`config.mk`:
```
export PLATFORM = sky130hd
export DESIGN_NAME = pio_cfg_seq_flat
export DESIGN_NICKNAME = d
export VERILOG_FILES = /design/src/rtl/pio_pkg.sv /design/src/rtl/pio_cfg_seq_if.sv /design/src/rtl/pio_sm_next.sv /design/src/rtl/pio_cfg_seq.sv /design/src/flat_wrapper.sv
export SDC_FILE = /design/constraint.sdc
export NUM_CORES = 1
export LEC_CHECK = 0
export CAP_MARGIN = 20
export CORE_MARGIN = 1.5
export CORE_UTILIZATION = 45
export DETAILED_ROUTE_END_ITERATION = 10
export PLACE_DENSITY = 0.85
export SLEW_MARGIN = 10
export SYNTH_ARGS = -nofsm -noshare
export SYNTH_HDL_FRONTEND = slang
export SYNTH_SLANG_ARGS = --single-unit
```
`constraint.sdc`:
```
create_clock -name clk -period 3.2 [get_ports clk]
set_clock_uncertainty 0.05 [all_clocks]
set_input_delay 0.64 -clock clk [delete_from_list [all_inputs] [get_ports clk]]
set_output_delay 0.64 -clock clk [all_outputs]
set_load 0.02 [all_outputs]
```
`src/rtl/pio_pkg.sv`:
```
// Shared pio definitions: action codes, sizing constants and the config sequencer state type.
// PIO_CFG_SEQ_IMM_EN adds the per-machine immediate-instruction state.
package pio_pkg;

    localparam int unsigned NUM_SM     = 4;
    localparam int unsigned SM_W       = 2;
    localparam int unsigned PROG_DEPTH = 32;
    localparam int unsigned ADDR_W     = 5;
    localparam int unsigned LEN_W      = 6;

    typedef logic [3:0] action_t;

    localparam action_t NONE  = 4'd0;
    localparam action_t INSTR = 4'd1;
    localparam action_t PEND  = 4'd2;
    localparam action_t PULL  = 4'd3;
    localparam action_t PUSH  = 4'd4;
    localparam action_t GRPS  = 4'd5;
    localparam action_t EN    = 4'd6;
    localparam action_t DIV   = 4'd7;
    localparam action_t SIDES = 4'd8;
    localparam action_t IMM   = 4'd9;
    localparam action_t SHIFT = 4'd10;
    localparam action_t IPINS = 4'd11;
    localparam action_t IDIRS = 4'd12;

    typedef enum logic [3:0] {
        ST_IDLE,
        ST_FETCH,
        ST_LOAD,
        ST_PEND,
        ST_DIV,
        ST_GRPS,
`ifdef PIO_CFG_SEQ_IMM_EN
        ST_IMM,
`endif
        ST_ENABLE,
        ST_FIN
    } seq_state_e;

endpackage

```
`src/rtl/pio_cfg_seq_if.sv`:
```
// Signal bundle around the config sequencer: SoC request, instruction memory, config source, pio action port.
// PIO_CFG_SEQ_IMM_EN adds cfg_imm.
interface pio_cfg_seq_if;

    logic                         start;
    logic [pio_pkg::NUM_SM-1:0]   sm_mask;
    logic [pio_pkg::LEN_W-1:0]    prog_len;
    logic [pio_pkg::ADDR_W-1:0]   prog_addr;
    logic [15:0]                  prog_data;
    logic [pio_pkg::SM_W-1:0]     cfg_sel;
    logic [4:0]                   cfg_wrap;
    logic [23:0]                  cfg_div;
    logic [31:0]                  cfg_grps;
`ifdef PIO_CFG_SEQ_IMM_EN
    logic [15:0]                  cfg_imm;
`endif
    logic [3:0]                   action;
    logic [pio_pkg::ADDR_W-1:0]   index;
    logic [pio_pkg::SM_W-1:0]     mindex;
    logic [31:0]                  din;
    logic                         busy;
    logic                         done;

    modport master (
        output start, sm_mask, prog_len, prog_data, cfg_wrap, cfg_div, cfg_grps,
`ifdef PIO_CFG_SEQ_IMM_EN
        output cfg_imm,
`endif
        input  prog_addr, cfg_sel, action, index, mindex, din, busy, done
    );

    modport slave (
        input  start, sm_mask, prog_len, prog_data, cfg_wrap, cfg_div, cfg_grps,
`ifdef PIO_CFG_SEQ_IMM_EN
        input  cfg_imm,
`endif
        output prog_addr, cfg_sel, action, index, mindex, din, busy, done
    );

endinterface

```
`src/rtl/pio_sm_next.sv`:
```
// Lowest set bit of a machine mask at or above a starting position.
// `from` is one bit wider than the index so "past the last machine" is expressible.
module pio_sm_next
    import pio_pkg::*;
#(
    parameter int unsigned N = NUM_SM,
    parameter int unsigned W = SM_W
) (
    input  logic [N-1:0] mask,
    input  logic [W:0]   from,
    output logic [W-1:0] idx,
    output logic         valid
);

    always_comb begin
        idx   = '0;
        valid = 1'b0;
        for (int unsigned i = N; i > 0; i--) begin
            if (mask[i-1] && ((W+1)'(i-1) >= from)) begin
                idx   = W'(i-1);
                valid = 1'b1;
            end
        end
    end

endmodule

```
`src/rtl/pio_cfg_seq.sv`:
```
// Drives the pio action port through program load, per-machine config and enable on a start request.
// Build option PIO_CFG_SEQ_IMM_EN: issue one immediate instruction per machine after GRPS.
module pio_cfg_seq
    import pio_pkg::*;
(
    input  logic         clk,
    input  logic         reset,
    pio_cfg_seq_if.slave bus
);

    seq_state_e          state_q, state_d;
    logic [NUM_SM-1:0]   mask_q, mask_d;
    logic [LEN_W-1:0]    len_q, len_d, cnt_q, cnt_d;
    logic [SM_W-1:0]     cur_q, cur_d;
    action_t             action_q, action_d;
    logic [ADDR_W-1:0]   index_q, index_d, prog_addr_q, prog_addr_d;
    logic [SM_W-1:0]     mindex_q, mindex_d, cfg_sel_q, cfg_sel_d;
    logic [31:0]         din_q, din_d;
    logic                busy_q, busy_d, done_q, done_d;

    logic                enter_mach, next_mach;
    logic [SM_W:0]       nxt_from;
    logic [SM_W-1:0]     first_idx, nxt_idx;
    logic                first_vld, nxt_vld;

    assign nxt_from = {1'b0, cur_q} + 1'b1;

    pio_sm_next #(.N(NUM_SM), .W(SM_W)) u_first (
        .mask(mask_q), .from('0), .idx(first_idx), .valid(first_vld)
    );

    pio_sm_next #(.N(NUM_SM), .W(SM_W)) u_next (
        .mask(mask_q), .from(nxt_from), .idx(nxt_idx), .valid(nxt_vld)
    );

    always_comb begin
        state_d     = state_q;
        mask_d      = mask_q;
        len_d       = len_q;
        cnt_d       = cnt_q;
        cur_d       = cur_q;
        action_d    = NONE;
        index_d     = '0;
        mindex_d    = '0;
        din_d       = '0;
        prog_addr_d = prog_addr_q;
        cfg_sel_d   = cfg_sel_q;
        busy_d      = busy_q;
        done_d      = 1'b0;
        enter_mach  = 1'b0;
        next_mach   = 1'b0;

        case (state_q)
            ST_IDLE: begin
                if (bus.start) begin
                    mask_d      = bus.sm_mask;
                    len_d       = (bus.prog_len > LEN_W'(PROG_DEPTH)) ? LEN_W'(PROG_DEPTH) : bus.prog_len;
                    prog_addr_d = '0;
                    busy_d      = 1'b1;
                    state_d     = ST_FETCH;
                end
            end
            ST_FETCH: begin
                prog_addr_d = ADDR_W'(1);
                cnt_d       = '0;
                if (len_q != '0) state_d = ST_LOAD;
                else             enter_mach = 1'b1;
            end
            ST_LOAD: begin
                action_d = INSTR;
                index_d  = cnt_q[ADDR_W-1:0];
                din_d    = {16'h0, bus.prog_data};
                cnt_d    = cnt_q + 1'b1;
                // read address leads the emitted index by one and parks on the last word
                if (({1'b0, prog_addr_q} + 1'b1) < len_q) prog_addr_d = prog_addr_q + 1'b1;
                if ((cnt_q + 1'b1) == len_q) enter_mach = 1'b1;
            end
            ST_PEND: begin
                action_d = PEND;
                mindex_d = cur_q;
                din_d    = {27'h0, bus.cfg_wrap};
                state_d  = ST_DIV;
            end
            ST_DIV: begin
                action_d = DIV;
                mindex_d = cur_q;
                din_d    = {8'h0, bus.cfg_div};
                state_d  = ST_GRPS;
            end
            ST_GRPS: begin
                action_d = GRPS;
                mindex_d = cur_q;
                din_d    = bus.cfg_grps;
`ifdef PIO_CFG_SEQ_IMM_EN
                state_d  = ST_IMM;
`else
                next_mach = 1'b1;
`endif
            end
`ifdef PIO_CFG_SEQ_IMM_EN
            ST_IMM: begin
                action_d  = IMM;
                mindex_d  = cur_q;
                din_d     = {16'h0, bus.cfg_imm};
                next_mach = 1'b1;
            end
`endif
            ST_ENABLE: begin
                action_d = EN;
                mindex_d = cur_q;
                din_d    = 32'd1;
                if (nxt_vld) cur_d   = nxt_idx;
                else         state_d = ST_FIN;
            end
            ST_FIN: begin
                done_d  = 1'b1;
                busy_d  = 1'b0;
                state_d = ST_IDLE;
            end
            default: state_d = ST_IDLE;
        endcase

        // cfg_sel moves on the edge before PEND so cfg_* are settled when PEND samples them
        if (enter_mach) begin
            if (first_vld) begin
                state_d   = ST_PEND;
                cur_d     = first_idx;
                cfg_sel_d = first_idx;
            end else begin
                state_d   = ST_FIN;
            end
        end
        if (next_mach) begin
            if (nxt_vld) begin
                state_d   = ST_PEND;
                cur_d     = nxt_idx;
                cfg_sel_d = nxt_idx;
            end else begin
                state_d   = ST_ENABLE;
                cur_d     = first_idx;
            end
        end
    end

    always_ff @(posedge clk or posedge reset) begin
        if (reset) state_q <= ST_IDLE;
        else       state_q <= state_d;
    end

    always_ff @(posedge clk or posedge reset) begin
        if (reset) begin
            mask_q      <= '0;
            len_q       <= '0;
            cnt_q       <= '0;
            cur_q       <= '0;
            action_q    <= NONE;
            index_q     <= '0;
            mindex_q    <= '0;
            din_q       <= '0;
            prog_addr_q <= '0;
            cfg_sel_q   <= '0;
            busy_q      <= 1'b0;
            done_q      <= 1'b0;
        end else begin
            mask_q      <= mask_d;
            len_q       <= len_d;
            cnt_q       <= cnt_d;
            cur_q       <= cur_d;
            action_q    <= action_d;
            index_q     <= index_d;
            mindex_q    <= mindex_d;
            din_q       <= din_d;
            prog_addr_q <= prog_addr_d;
            cfg_sel_q   <= cfg_sel_d;
            busy_q      <= busy_d;
            done_q      <= done_d;
        end
    end

    assign bus.action    = action_q;
    assign bus.index     = index_q;
    assign bus.mindex    = mindex_q;
    assign bus.din       = din_q;
    assign bus.prog_addr = prog_addr_q;
    assign bus.cfg_sel   = cfg_sel_q;
    assign bus.busy      = busy_q;
    assign bus.done      = done_q;

endmodule
```
`src/flat_wrapper.sv`:
```
// flat-port wrapper written by rule: the top's interface ports become plain ports
module pio_cfg_seq_flat import pio_pkg::*;
  (clk, reset, bus_start, bus_sm_mask, bus_prog_len, bus_prog_data, bus_cfg_wrap, bus_cfg_div, bus_cfg_grps, bus_prog_addr, bus_cfg_sel, bus_action, bus_index, bus_mindex, bus_din, bus_busy, bus_done);
  pio_cfg_seq_if bus_i ();
  input  logic clk;
  input  logic reset;
  input wire logic [$bits(bus_i.start)-1:0] bus_start;
  input wire logic [$bits(bus_i.sm_mask)-1:0] bus_sm_mask;
  input wire logic [$bits(bus_i.prog_len)-1:0] bus_prog_len;
  input wire logic [$bits(bus_i.prog_data)-1:0] bus_prog_data;
  input wire logic [$bits(bus_i.cfg_wrap)-1:0] bus_cfg_wrap;
  input wire logic [$bits(bus_i.cfg_div)-1:0] bus_cfg_div;
  input wire logic [$bits(bus_i.cfg_grps)-1:0] bus_cfg_grps;
  output wire logic [$bits(bus_i.prog_addr)-1:0] bus_prog_addr;
  output wire logic [$bits(bus_i.cfg_sel)-1:0] bus_cfg_sel;
  output wire logic [$bits(bus_i.action)-1:0] bus_action;
  output wire logic [$bits(bus_i.index)-1:0] bus_index;
  output wire logic [$bits(bus_i.mindex)-1:0] bus_mindex;
  output wire logic [$bits(bus_i.din)-1:0] bus_din;
  output wire logic [$bits(bus_i.busy)-1:0] bus_busy;
  output wire logic [$bits(bus_i.done)-1:0] bus_done;
  assign bus_i.start = bus_start;
  assign bus_i.sm_mask = bus_sm_mask;
  assign bus_i.prog_len = bus_prog_len;
  assign bus_i.prog_data = bus_prog_data;
  assign bus_i.cfg_wrap = bus_cfg_wrap;
  assign bus_i.cfg_div = bus_cfg_div;
  assign bus_i.cfg_grps = bus_cfg_grps;
  assign bus_prog_addr = bus_i.prog_addr;
  assign bus_cfg_sel = bus_i.cfg_sel;
  assign bus_action = bus_i.action;
  assign bus_index = bus_i.index;
  assign bus_mindex = bus_i.mindex;
  assign bus_din = bus_i.din;
  assign bus_busy = bus_i.busy;
  assign bus_done = bus_i.done;
  pio_cfg_seq u_core (.clk(clk), .reset(reset), .bus(bus_i));
endmodule
```
==> summary.txt, run 1 <==
Outcome
  • Status: complete, no violations

Critical path
  • CP Launch Point: u_core.bus.prog_addr[0]$_DFFE_PP0P_
  • Worst Setup End Kind: register
  • Worst-path maximum fanout: 8
  • FF-to-FF Start: u_core.bus.prog_addr[0]$_DFFE_PP0P_
  • Slowest cell on the critical path: dfrtp_1
  • Worst Setup Path Type: reg2reg
  • Crit path buf inv count: 0
  • CP Data Arrival Time: 2890 ps
  • Startpoint type of the worst setup path: register
  • FF-to-FF End: u_core.bus.prog_addr[1]$_DFFE_PP0P_
  • CP dominant cell by count: ha_1
  • Reg2Reg Depth: 8
  • Critical Path RT: 3400 ps
  • Worst path top cell family by delay: compound AO/OA/AOI/OAI gates
  • R2r setup slk: 510 ps
  • Worst path max stage delay: 480 ps
  • CP cell instances: ha_1, nand3_1, xnor2_1, ha_1, o21ai_0, a21oi_1, or3_1, a32o_1

Logic synthesis
  • Avg Cell Area, Syn: 9.47 µm²
  • Register area share after synthesis: 47.8%
  • #FFs+latches synth: 72
  • Top FF cell, synth: dfrtp_1
  • Mapped Area: 3770 µm²
  • Share of synthesized registers carrying an async set or reset: 100%
  • Mapped Cells: 398
  • Synth warn: 0
  • Syn Nets: 496
  • Post-synthesis cell type count: 55
  • Number of enable flip-flop cells after synthesis: 0

Worst hold path
  • Worst hold endpoint: u_core.len_q[4]$_DFFE_PP0P_
  • Hold depth: 2
  • Hold Crit Class: reg2reg
  • Hold_sp: u_core.len_q[4]$_DFFE_PP0P_

Place
  • RePlAce Congestion: 0.935
  • IO Port Bufs: 140
  • Dpl hpwl: 7540 µm
  • Placed insts: 630

Power
  • P_sw: 0.00201 W
  • Clock Power Share: 16.6%
  • Power Internal: 0.00266 W
  • Power share of the combinational group: 50.9%
  • Sequential Power Share: 32.5%
  • Total Power: 0.00467 W
  • Sw Share: 43.0%
  • Pwr Density: 848 nW/µm²
  • Maximum vdd ir drop: 0.000480 V
  • Static leakage: 2.36 nW

Final layout
  • Fin cells: 646
  • Final Net Count: 634
  • Multi-input logic area: 1830 µm²
  • Ant diodes: 0
  • Seq. cell area: 1800 µm²
  • Fraction of layout cells with a size suffix above 1: 7.58%
  • Leading cell type in the layout, fill and taps excluded: clkdlybuf4s50_1
  • Fillers: 634
  • Most frequent cells in the layout: 140 x clkdlybuf4s50_1, 71 x dfrtp_1, 41 x nor2_1
  • Area delta synth->final: 46.0%

Die
  • DIE HEIGHT: 94.5 µm
  • Die area: 8930 µm²
  • Core area: 8180 µm²
  • Row count: 33
  • Ports: 142
  • Starting Density: 46.1%
  • Die width: 94.5 µm

Clock tree
  • H-tree Lvls: 3
  • CTS resizes: 0
  • CTS buffer count: 9
  • Reg clk slew, reported paths: 80 ps
  • Later-pin clock latency in the skew report: 360 ps
  • Root buf cell: clkbuf_8
  • Clk sinks: 72
  • Hold_buf cts: 0
  • CTS max path bufs: 2
  • CTS tree: built
  • Post-CTS Setup Bufs: 0

Timing
  • Final hold vios: 0
  • RSZ-0062 raised after global routing: false
  • Final setup viols: 0
  • Worst-margin pin slew: 574 ps
  • Relative slew slack: 61.7%
  • Fin. max-slew vios: 0
  • Fin crit period: 2690 ps
  • Sum of negative setup slack: 0 ps
  • Fmax: 0.372 GHz
  • Period utilisation layout: 84.1%

Drt
  • Wire per inst: 15.9 µm
  • Vias per inst: 5.53
  • # DRC: 0
  • Routed Antenna Nets: 0
  • Drt initial violations: 259
  • Vias: 3570
  • Post-Route WL: 10200 µm
  • Drt first pass iters: 5

Job
  • Max Cap Violations: 0

GRT
  • Antenna violations before repair: 0
  • Met2 usage: 41.3%
  • GR Util met1: 29.4%
  • Total GRT Usage: 24.1%
  • Largest net degree at the start of global routing: 73
  • Gr busiest metal: met2
  • First-pass GRT wire length: 16400 µm
  • GR Util met3: 4.27%
  • Vias in the first global route: 3518
  • Grt ovf: 0
-- power by group through the flow --
stage / Combinational [W] / Clock, W / Sequential, W
floorplan: 0.00131 / 0 / 0.00166
global placement: 0.00229 / 0 / 0.00150
detailed placement: 0.00236 / 0 / 0.00153
CTS: 0.00237 / 0.000786 / 0.00151
global route: 0.00258 / 0.000826 / 0.00156
finish: 0.00238 / 0.000775 / 0.00152
-- logic make-up after synthesis --
logic type               after synthesis  synth area share [%]
XOR/XNOR                               9                  2.09
buffers and inverters                 36                  3.72
flip-flops                            72                  47.8
AO/OA/AOI/OAI                         97                  16.3
AND/OR/NAND/NOR                      145                  19.1
other                                  1                0.0995
multiplexers                          30                  8.17
adder cells (fa/ha/maj)                8                  2.66
-- registers in the layout (all words and copies together) (netlist names) --
name                  cells
u_core.bus.din           32
u_core.cnt_q              6
u_core.len_q              6
u_core.bus.index          5
u_core.bus.prog_addr      5
u_core.mask_q             4
u_core.bus.action         3
u_core.state_q            3
u_core.bus.cfg_sel        2
u_core.bus.mindex         2
u_core.cur_q              2
u_core.bus.busy           1
u_core.bus.done           1
-- cell type report --
type / instances / share of cell area, %
clock buffer: 9 / 2.25
clock inverter: 7 / 1.59
inverter: 15 / 1.02
multi-input combinational: 290 / 33.2
sequential: 72 / 32.8
tap: 105 / 2.39
timing repair buffer: 148 / 26.8
-- through the flow --
step / hold WS, ps / cell area [µm²] / utilization [%] / worst slack, ps
6_report: 490 / 5500 / 67.3 / 509
5_1_grt: 541 / 5500 / 67.3 / 416
4_1_cts: 496 / 5500 / 67.3 / 559
3_5_place_dp: 478 / 5290 / 64.7 / 662
3_3_place_gp: 465 / 5290 / 64.7 / 724
2_1_floorplan: 440 / 3770 / - / 685
-- worst max path at each step --
stage,endpoint,cells past startpoint
final,u_core.bus.prog_addr[1]$_DFFE_PP0P_,8
after global routing,u_core.bus.prog_addr[1]$_DFFE_PP0P_,8
after CTS,u_core.bus.prog_addr[1]$_DFFE_PP0P_,8
after detailed placement,u_core.bus.prog_addr[4]$_DFFE_PP0P_,8
after global placement,u_core.bus.prog_addr[4]$_DFFE_PP0P_,8
after floorplan,u_core.bus.action[0]$_DFF_PP0_,1
-- tightest hold or removal path: stages (launching register included) --
cell	delay (ps)
dfrtp_1	380
nand2_1	60
o21ai_0	70
-- Yosys cell counts, types with 2 or more instances --
library cell	instances	area share, %
a21boi_0	2	0.40
a21o_1	2	0.40
a21oi_1	19	2.5
a221oi_1	6	1.4
a22oi_1	2	0.40
a32o_1	2	0.53
and2_1	6	1.0
and3_1	9	1.5
clkbuf_1	18	1.8
dfrtp_1	72	48
ha_1	8	2.7
inv_1	14	1.4
mux2_2	6	1.8
mux2i_1	24	6.4
nand2_1	38	3.8
nand2b_1	10	1.7
nand3_1	10	1.3
nand4_1	3	0.50
nor2_1	41	4.1
nor2b_1	2	0.33
nor3_1	6	0.80
nor4_1	3	0.50
o211ai_1	5	1.0
o21ai_0	40	5.3
o221ai_1	3	0.70
o31ai_1	5	1.0
or3_1	7	1.2
xnor2_1	6	1.4
xor2_1	3	0.70
-- per-layer routing --
| metal | part of all wire, % | vias up |
|---|---|---|
| li1 | - | 1683 |
| met1 | 40 | 1652 |
| met2 | 49 | 209 |
| met3 | 8.5 | 26 |
| met4 | 2.5 | 0 |
| met5 | 0 | - |
(Power assumes the default switching activity.)
==> run 2, diff against run 1 <==
CORE_UTILIZATION = 40   (was 45)
PLACE_DENSITY = 0.81   (was 0.85)
clock period = 2.4 ns   (was 3.2 ns; I/O delays follow)
==> run 2 against run 1 <==
Compared with the run above: via count up 0.98%; total power is 38% higher; sequential power is 27% higher; worst hold slack got worse by 83 ps; non-clock buffer count is 12 higher; clock-buffer cell count unchanged; combinational power rose by 44%; sequential cell count unchanged.
==> summary.txt, run 2 (synthesized netlist as in run 1, its figures left out) <==
Place
  • Dpl hpwl: 7840 µm (+4.1%)
  • Place WS: 76.0 ps (-586 ps)
  • Placed insts: 647 (+2.7%)
  • IO Port Bufs: 140 (unchanged)
  • RePlAce Congestion: 0.957 (+2.4%)

Die
  • Core area: 9200 µm² (+12%)
  • Die width: 100 µm (+5.9%)
  • Starting Density: 41.0% (-5.1 points)
  • Ports: 142 (unchanged)
  • Row count: 35 (+6.1%)
  • DIE HEIGHT: 100 µm (+5.9%)
  • Die area: 10000 µm² (+12%)

GRT
  • Largest net degree at the start of global routing: 32 (-56%)
  • Grt ovf: 0 (unchanged)
  • First-pass GRT wire length: 17500 µm (+6.3%)
  • Antenna violations before repair: 0 (unchanged)
  • Vias in the first global route: 3633 (+3.3%)
  • Total GRT Usage: 22.1% (-2.0 points)

Drt
  • Post-Route WL: 10600 µm (+3.3%)
  • # DRC: 0 (unchanged)
  • Wire per inst: 15.9 µm (+0.54%)
  • Routed Antenna Nets: 0 (unchanged)
  • Vias: 3605 (+0.98%)
  • Vias per inst: 5.43 (-1.8%)
  • Drt initial violations: 224 (-14%)
  • Drt first pass iters: 5 (unchanged)

Timing
  • Final hold vios: 0 (unchanged)
  • Fin. max-slew vios: 0 (unchanged)
  • Fmax: 0.428 GHz (+15%)
  • Fin crit period: 2340 ps (-355 ps)
  • Crit path setup slack, layout: 63.6 ps (-445 ps)
  • Relative slew slack: 62.8% (+1.1 points)
  • Hold WS: 407 ps (-83.2 ps)
  • Worst-margin pin slew: 556 ps (-18.1 ps)
  • Period utilisation layout: 97.3% (+13 points)
  • Final setup viols: 0 (unchanged)

Clock tree
  • Later-pin clock latency in the skew report: 360 ps (about the same)
  • Reg clk slew, reported paths: 90 ps (about the same)
  • Clk sinks: 72 (unchanged)
  • CTS buffer count: 9 (unchanged)
  • Hold_buf cts: 0 (unchanged)
  • CTS max path bufs: 2 (unchanged)
  • H-tree Lvls: 3 (unchanged)
  • Root buf cell: clkbuf_8
  • CTS tree: built

Critical path
  • R2r setup slk: 60 ps (-450 ps)
  • Reg2Reg Depth: 8 (unchanged)
  • Worst Setup End Kind: register
  • Worst Setup Path Type: reg2reg
  • Critical Path RT: 2590 ps (-810 ps)
  • Startpoint type of the worst setup path: register
  • FF-to-FF End: u_core.bus.prog_addr[4]$_DFFE_PP0P_
  • FF-to-FF Start: u_core.bus.prog_addr[1]$_DFFE_PP0P_
  • CP Data Arrival Time: 2530 ps (-360 ps)
  • Worst-path maximum fanout: 4 (-4)

Final layout
  • Leading cell type in the layout, fill and taps excluded: clkdlybuf4s50_1
  • Fraction of layout cells with a size suffix above 1: 10.8% (+3.3 points)
  • Area delta synth->final: 49.7%
  • Most frequent cells in the layout: 140 x clkdlybuf4s50_1, 69 x dfrtp_1, 41 x nor2_1
  • Final Net Count: 646 (+1.9%)
  • Ant diodes: 0 (unchanged)
  • Number of flip-flops in the largest register: 32 (unchanged)
  • Fin cells: 664 (+2.8%)

Outcome
  • Status: complete, no violations

Worst hold path
  • Hold Crit Class: in2async

Power
  • Pwr Density: 1140 nW/µm² (+35%)
  • Static leakage: 2.43 nW (+3.2%)
  • Maximum vdd ir drop: 0.000662 V (+38%)

Job
  • Max Cap Violations: 0 (unchanged)
-- run 2: changes by cell type in the layout (fill, tap and decap cells not counted), sizes merged --
cell / delta
bufinv: +1
inv: -2
clkinv: +2
clkinvlp: -1
buf: +12
-- run 2: metal layers --
metal	track usage [%]	part of all wire, %
met3	5.78	8.2
met2	38.6	49
met4	6.39	1.9
met5	0	0
met1	26.8	41
-- run 2: repair_timing --
item                                    CTS  global route
gates cloned                              0             0
pin swaps                                 0             0
endpoints found under the setup margin    2             5
gates resized for setup                   1             5
buffers inserted                          0             1
-- run 2: worst max path at each step --
stage | to | depth (start not counted) | from
3_3_place_gp | u_core.bus.prog_addr[4]$_DFFE_PP0P_ | 8 | u_core.bus.prog_addr[0]$_DFFE_PP0P_
5_1_grt | u_core.bus.prog_addr[4]$_DFFE_PP0P_ | 8 | u_core.bus.prog_addr[1]$_DFFE_PP0P_
2_1_floorplan | u_core.bus.prog_addr[4]$_DFFE_PP0P_ | 8 | u_core.bus.prog_addr[0]$_DFFE_PP0P_
6_report | u_core.bus.prog_addr[4]$_DFFE_PP0P_ | 8 | u_core.bus.prog_addr[1]$_DFFE_PP0P_
4_1_cts | u_core.bus.prog_addr[4]$_DFFE_PP0P_ | 8 | u_core.bus.prog_addr[1]$_DFFE_PP0P_
3_5_place_dp | u_core.bus.prog_addr[4]$_DFFE_PP0P_ | 8 | u_core.bus.prog_addr[1]$_DFFE_PP0P_
-- run 2: critical path, stage by stage (launching register included) --
cell      delay, ps
dfrtp_1         410
ha_2            340
ha_1            220
a21boi_0        120
o21a_1          200
o21ai_2         140
a21oi_2          80
or3_1           390
a32o_1          280
-- run 2: per-stage QoR --
step | setup TNS (ps) | area (µm²) | power, W | util (%)
floorplan | 0 | 3780 | 0.00397 | -
global placement | 0 | 5390 | 0.00519 | 58.6
detailed placement | 0 | 5390 | 0.00531 | 58.6
CTS | 0 | 5610 | 0.00643 | 61.0
global route | -11.0 | 5640 | 0.00689 | 61.3
finish | 0 | 5640 | 0.00645 | 61.3
-- run 2: area by class of cell --
class                           count  area [µm²]
Fill cell                         793        3560
Clock inverter                      7         100
Sequential cell                    72        1810
Inverter                           15        60.1
Timing Repair Buffer              160        1560
Tap cell                          111         139
Multi-Input combinational cell    290        1850
Clock buffer                        9         124
-- run 2: where the power goes --
part | internal, W | total (W) | switching [W]
clock network | 0.000596 | 0.00109 | 0.000498
logic | 0.00152 | 0.00342 | 0.00190
registers | 0.00163 | 0.00193 | 0.000304
==> run 3, diff against run 2 <==
TNS_END_PERCENT = 20   (was unset)
==> run 3 against run 2 <==
Compared with the run above: die area stayed put; final cell count unchanged; via count decreased by 0.72%; sequential share of layout area grew 0.11 points; register-to-register slack hardly changed; clock-buffer cell count unchanged; first-iteration DRC count shrank 7.6%; largest power group unchanged; highest routed layer unchanged.
==> summary.txt, run 3 (synthesized netlist as in run 1, its figures left out) <==
Outcome
  • Status: complete, no violations

Timing
  • Sum of negative setup slack: 0 ps (unchanged)
  • Relative slew slack: 64.4% (+1.6 points)
  • Final hold vios: 0 (unchanged)
  • Fmax: 0.428 GHz (about the same)
  • Worst-margin pin slew: 531 ps (-24.7 ps)
  • Crit path setup slack, layout: 62.9 ps (-0.724 ps)
  • Final setup viols: 0 (unchanged)
  • Hold WS: 419 ps (+12.2 ps)
  • Fin. max-slew vios: 0 (unchanged)
  • Period utilisation layout: 97.4% (about the same)
  • Fin crit period: 2340 ps (+0.724 ps)

Critical path
  • Reg2Reg Depth: 8 (unchanged)
  • Worst Setup End Kind: register
  • CP Launch Point: u_core.bus.prog_addr[0]$_DFFE_PP0P_
  • Startpoint type of the worst setup path: register
  • Worst Setup Path Type: reg2reg
  • FF-to-FF Start: u_core.bus.prog_addr[0]$_DFFE_PP0P_
  • FF-to-FF End: u_core.bus.prog_addr[4]$_DFFE_PP0P_
  • Critical Path RT: 2590 ps (about the same)
  • CP endpoint: u_core.bus.prog_addr[4]$_DFFE_PP0P_
  • CP Data Arrival Time: 2530 ps (about the same)
  • R2r setup slk: 60 ps (about the same)
  • Worst-path maximum fanout: 2 (-2)

Drt
  • Routed Antenna Nets: 0 (unchanged)
  • Vias per inst: 5.39 (-0.72%)
  • # DRC: 0 (unchanged)
  • Vias: 3579 (-0.72%)
  • Drt first pass iters: 4 (-1)
  • Drt initial violations: 207 (-7.6%)
  • Wire per inst: 15.8 µm (-1.1%)
  • Post-Route WL: 10500 µm (-1.1%)

Power
  • Power Internal: 0.00366 W (-2.2%)
  • Power share of the combinational group: 54.2% (+1.1 points)
  • Clock Power Share: 15.5% (-1.5 points)
  • Pwr Density: 1130 nW/µm² (-1.1%)
  • Sequential Power Share: 30.3% (+0.3 points)
  • Maximum vdd ir drop: 0.000559 V (-16%)
  • Sw Share: 42.3% (+0.42 points)
  • Static leakage: 2.42 nW (-0.38%)
  • P_sw: 0.00269 W (-0.50%)

Clock tree
  • Later-pin clock latency in the skew report: 350 ps (about the same)
  • CTS buffer count: 9 (unchanged)
  • Reg clk slew, reported paths: 80 ps (about the same)
  • Hold_buf cts: 0 (unchanged)
  • H-tree Lvls: 3 (unchanged)
  • CTS tree: built
  • CTS max path bufs: 2 (unchanged)
  • Post-CTS Setup Bufs: 0 (unchanged)
  • Clk sinks: 72 (unchanged)
  • Root buf cell: clkbuf_8

Die
  • Core area: 9200 µm² (unchanged)
  • Ports: 142 (unchanged)
  • Row count: 35 (unchanged)
  • Starting Density: 41.0% (unchanged)
  • DIE HEIGHT: 100 µm (unchanged)
  • Die width: 100 µm (unchanged)
  • Die area: 10000 µm² (unchanged)

GRT
  • First-pass GRT wire length: 17300 µm (-0.75%)
  • Total GRT Usage: 21.9% (-0.13 points)
  • Vias in the first global route: 3703 (+1.9%)
  • Largest net degree at the start of global routing: 56 (+75%)
  • Grt ovf: 0 (unchanged)
  • Antenna violations before repair: 0 (unchanged)

Final layout
  • Ant diodes: 0 (unchanged)
  • Most frequent cells in the layout: 140 x clkdlybuf4s50_1, 70 x dfrtp_1, 41 x nor2_1
  • Number of flip-flops in the largest register: 32 (unchanged)
  • Final Net Count: 646 (unchanged)
  • Util after Layout: 61.1% (-0.24 points)
  • Fin cells: 664 (unchanged)
  • Fraction of layout cells with a size suffix above 1: 10.5% (-0.36 points)
  • Leading cell type in the layout, fill and taps excluded: clkdlybuf4s50_1
  • Area delta synth->final: 49.1%

Place
  • IO Port Bufs: 140 (unchanged)
  • Placed insts: 648 (+0.15%)
  • Dpl hpwl: 7850 µm (about the same)
  • Place WS: 62.6 ps (-13.4 ps)
  • RePlAce Congestion: 0.900 (-6.0%)

Job
  • Max Cap Violations: 0 (unchanged)

Worst hold path
  • Hold Crit Class: in2async
-- run 3: worst min path at each step --
| stage | start | endpoint | depth (start not counted) |
|---|---|---|---|
| 3_5_place_dp | u_core.len_q[4]$_DFFE_PP0P_ | u_core.len_q[4]$_DFFE_PP0P_ | 2 |
| 3_3_place_gp | u_core.bus.busy$_DFFE_PP0P_ | u_core.bus.busy$_DFFE_PP0P_ | 2 |
| 5_1_grt | reset | u_core.bus.din[30]$_DFF_PP0_ | 2 |
| 2_1_floorplan | u_core.len_q[3]$_DFFE_PP0P_ | u_core.len_q[3]$_DFFE_PP0P_ | 2 |
| 4_1_cts | reset | u_core.bus.din[30]$_DFF_PP0_ | 2 |
| 6_report | reset | u_core.bus.din[30]$_DFF_PP0_ | 2 |
-- run 3: timing repair --
item | CTS | global route
resized for setup | 0 | 6
endpoints found under the hold margin | 0 | 0
endpoints found under the setup margin | 0 | 5
-- run 3: final cells by class --
type	instances	area (µm²)
fill	779	3580
multi-input combinational	290	1850
sequential	72	1800
clock buffer	9	124
timing repair buffer	160	1560
inverter	15	60.1
tap	111	139
clock inverter	7	80.1
-- run 3: power groups by stage --
stage	registers (W)	logic, W	clock network, W
after floorplan	0.00221	0.00174	0
after global placement	0.00194	0.00331	0
after detailed placement	0.00195	0.00338	0
after CTS	0.00193	0.00339	0.00102
after global routing	0.00198	0.00375	0.00108
final	0.00192	0.00345	0.000985
-- run 3: per-stage QoR --
step | instance area, µm² | power, W
2_1_floorplan | 3770 | 0.00395
3_3_place_gp | 5390 | 0.00524
3_5_place_dp | 5390 | 0.00533
4_1_cts | 5600 | 0.00634
5_1_grt | 5620 | 0.00681
6_report | 5620 | 0.00636
-- run 3: per-layer routing --
| metal | up-vias | track usage, % | routed length, µm |
|---|---|---|---|
| met3 | 27 | 6.48 | 821 |
| met1 | 1676 | 26.5 | 4350 |
| li1 | 1710 | - | - |
| met2 | 166 | 37.3 | 5050 |
| met5 | - | 0 | 0 |
| met4 | 0 | 7.80 | 235 |
-- run 3: critical path, stage by stage (launching register included) --
cell	delay, ps
dfrtp_2	410
ha_1	310
ha_1	290
a21boi_0	130
o21a_1	200
o21ai_2	130
a21oi_2	80
or3_4	370
a32o_1	270
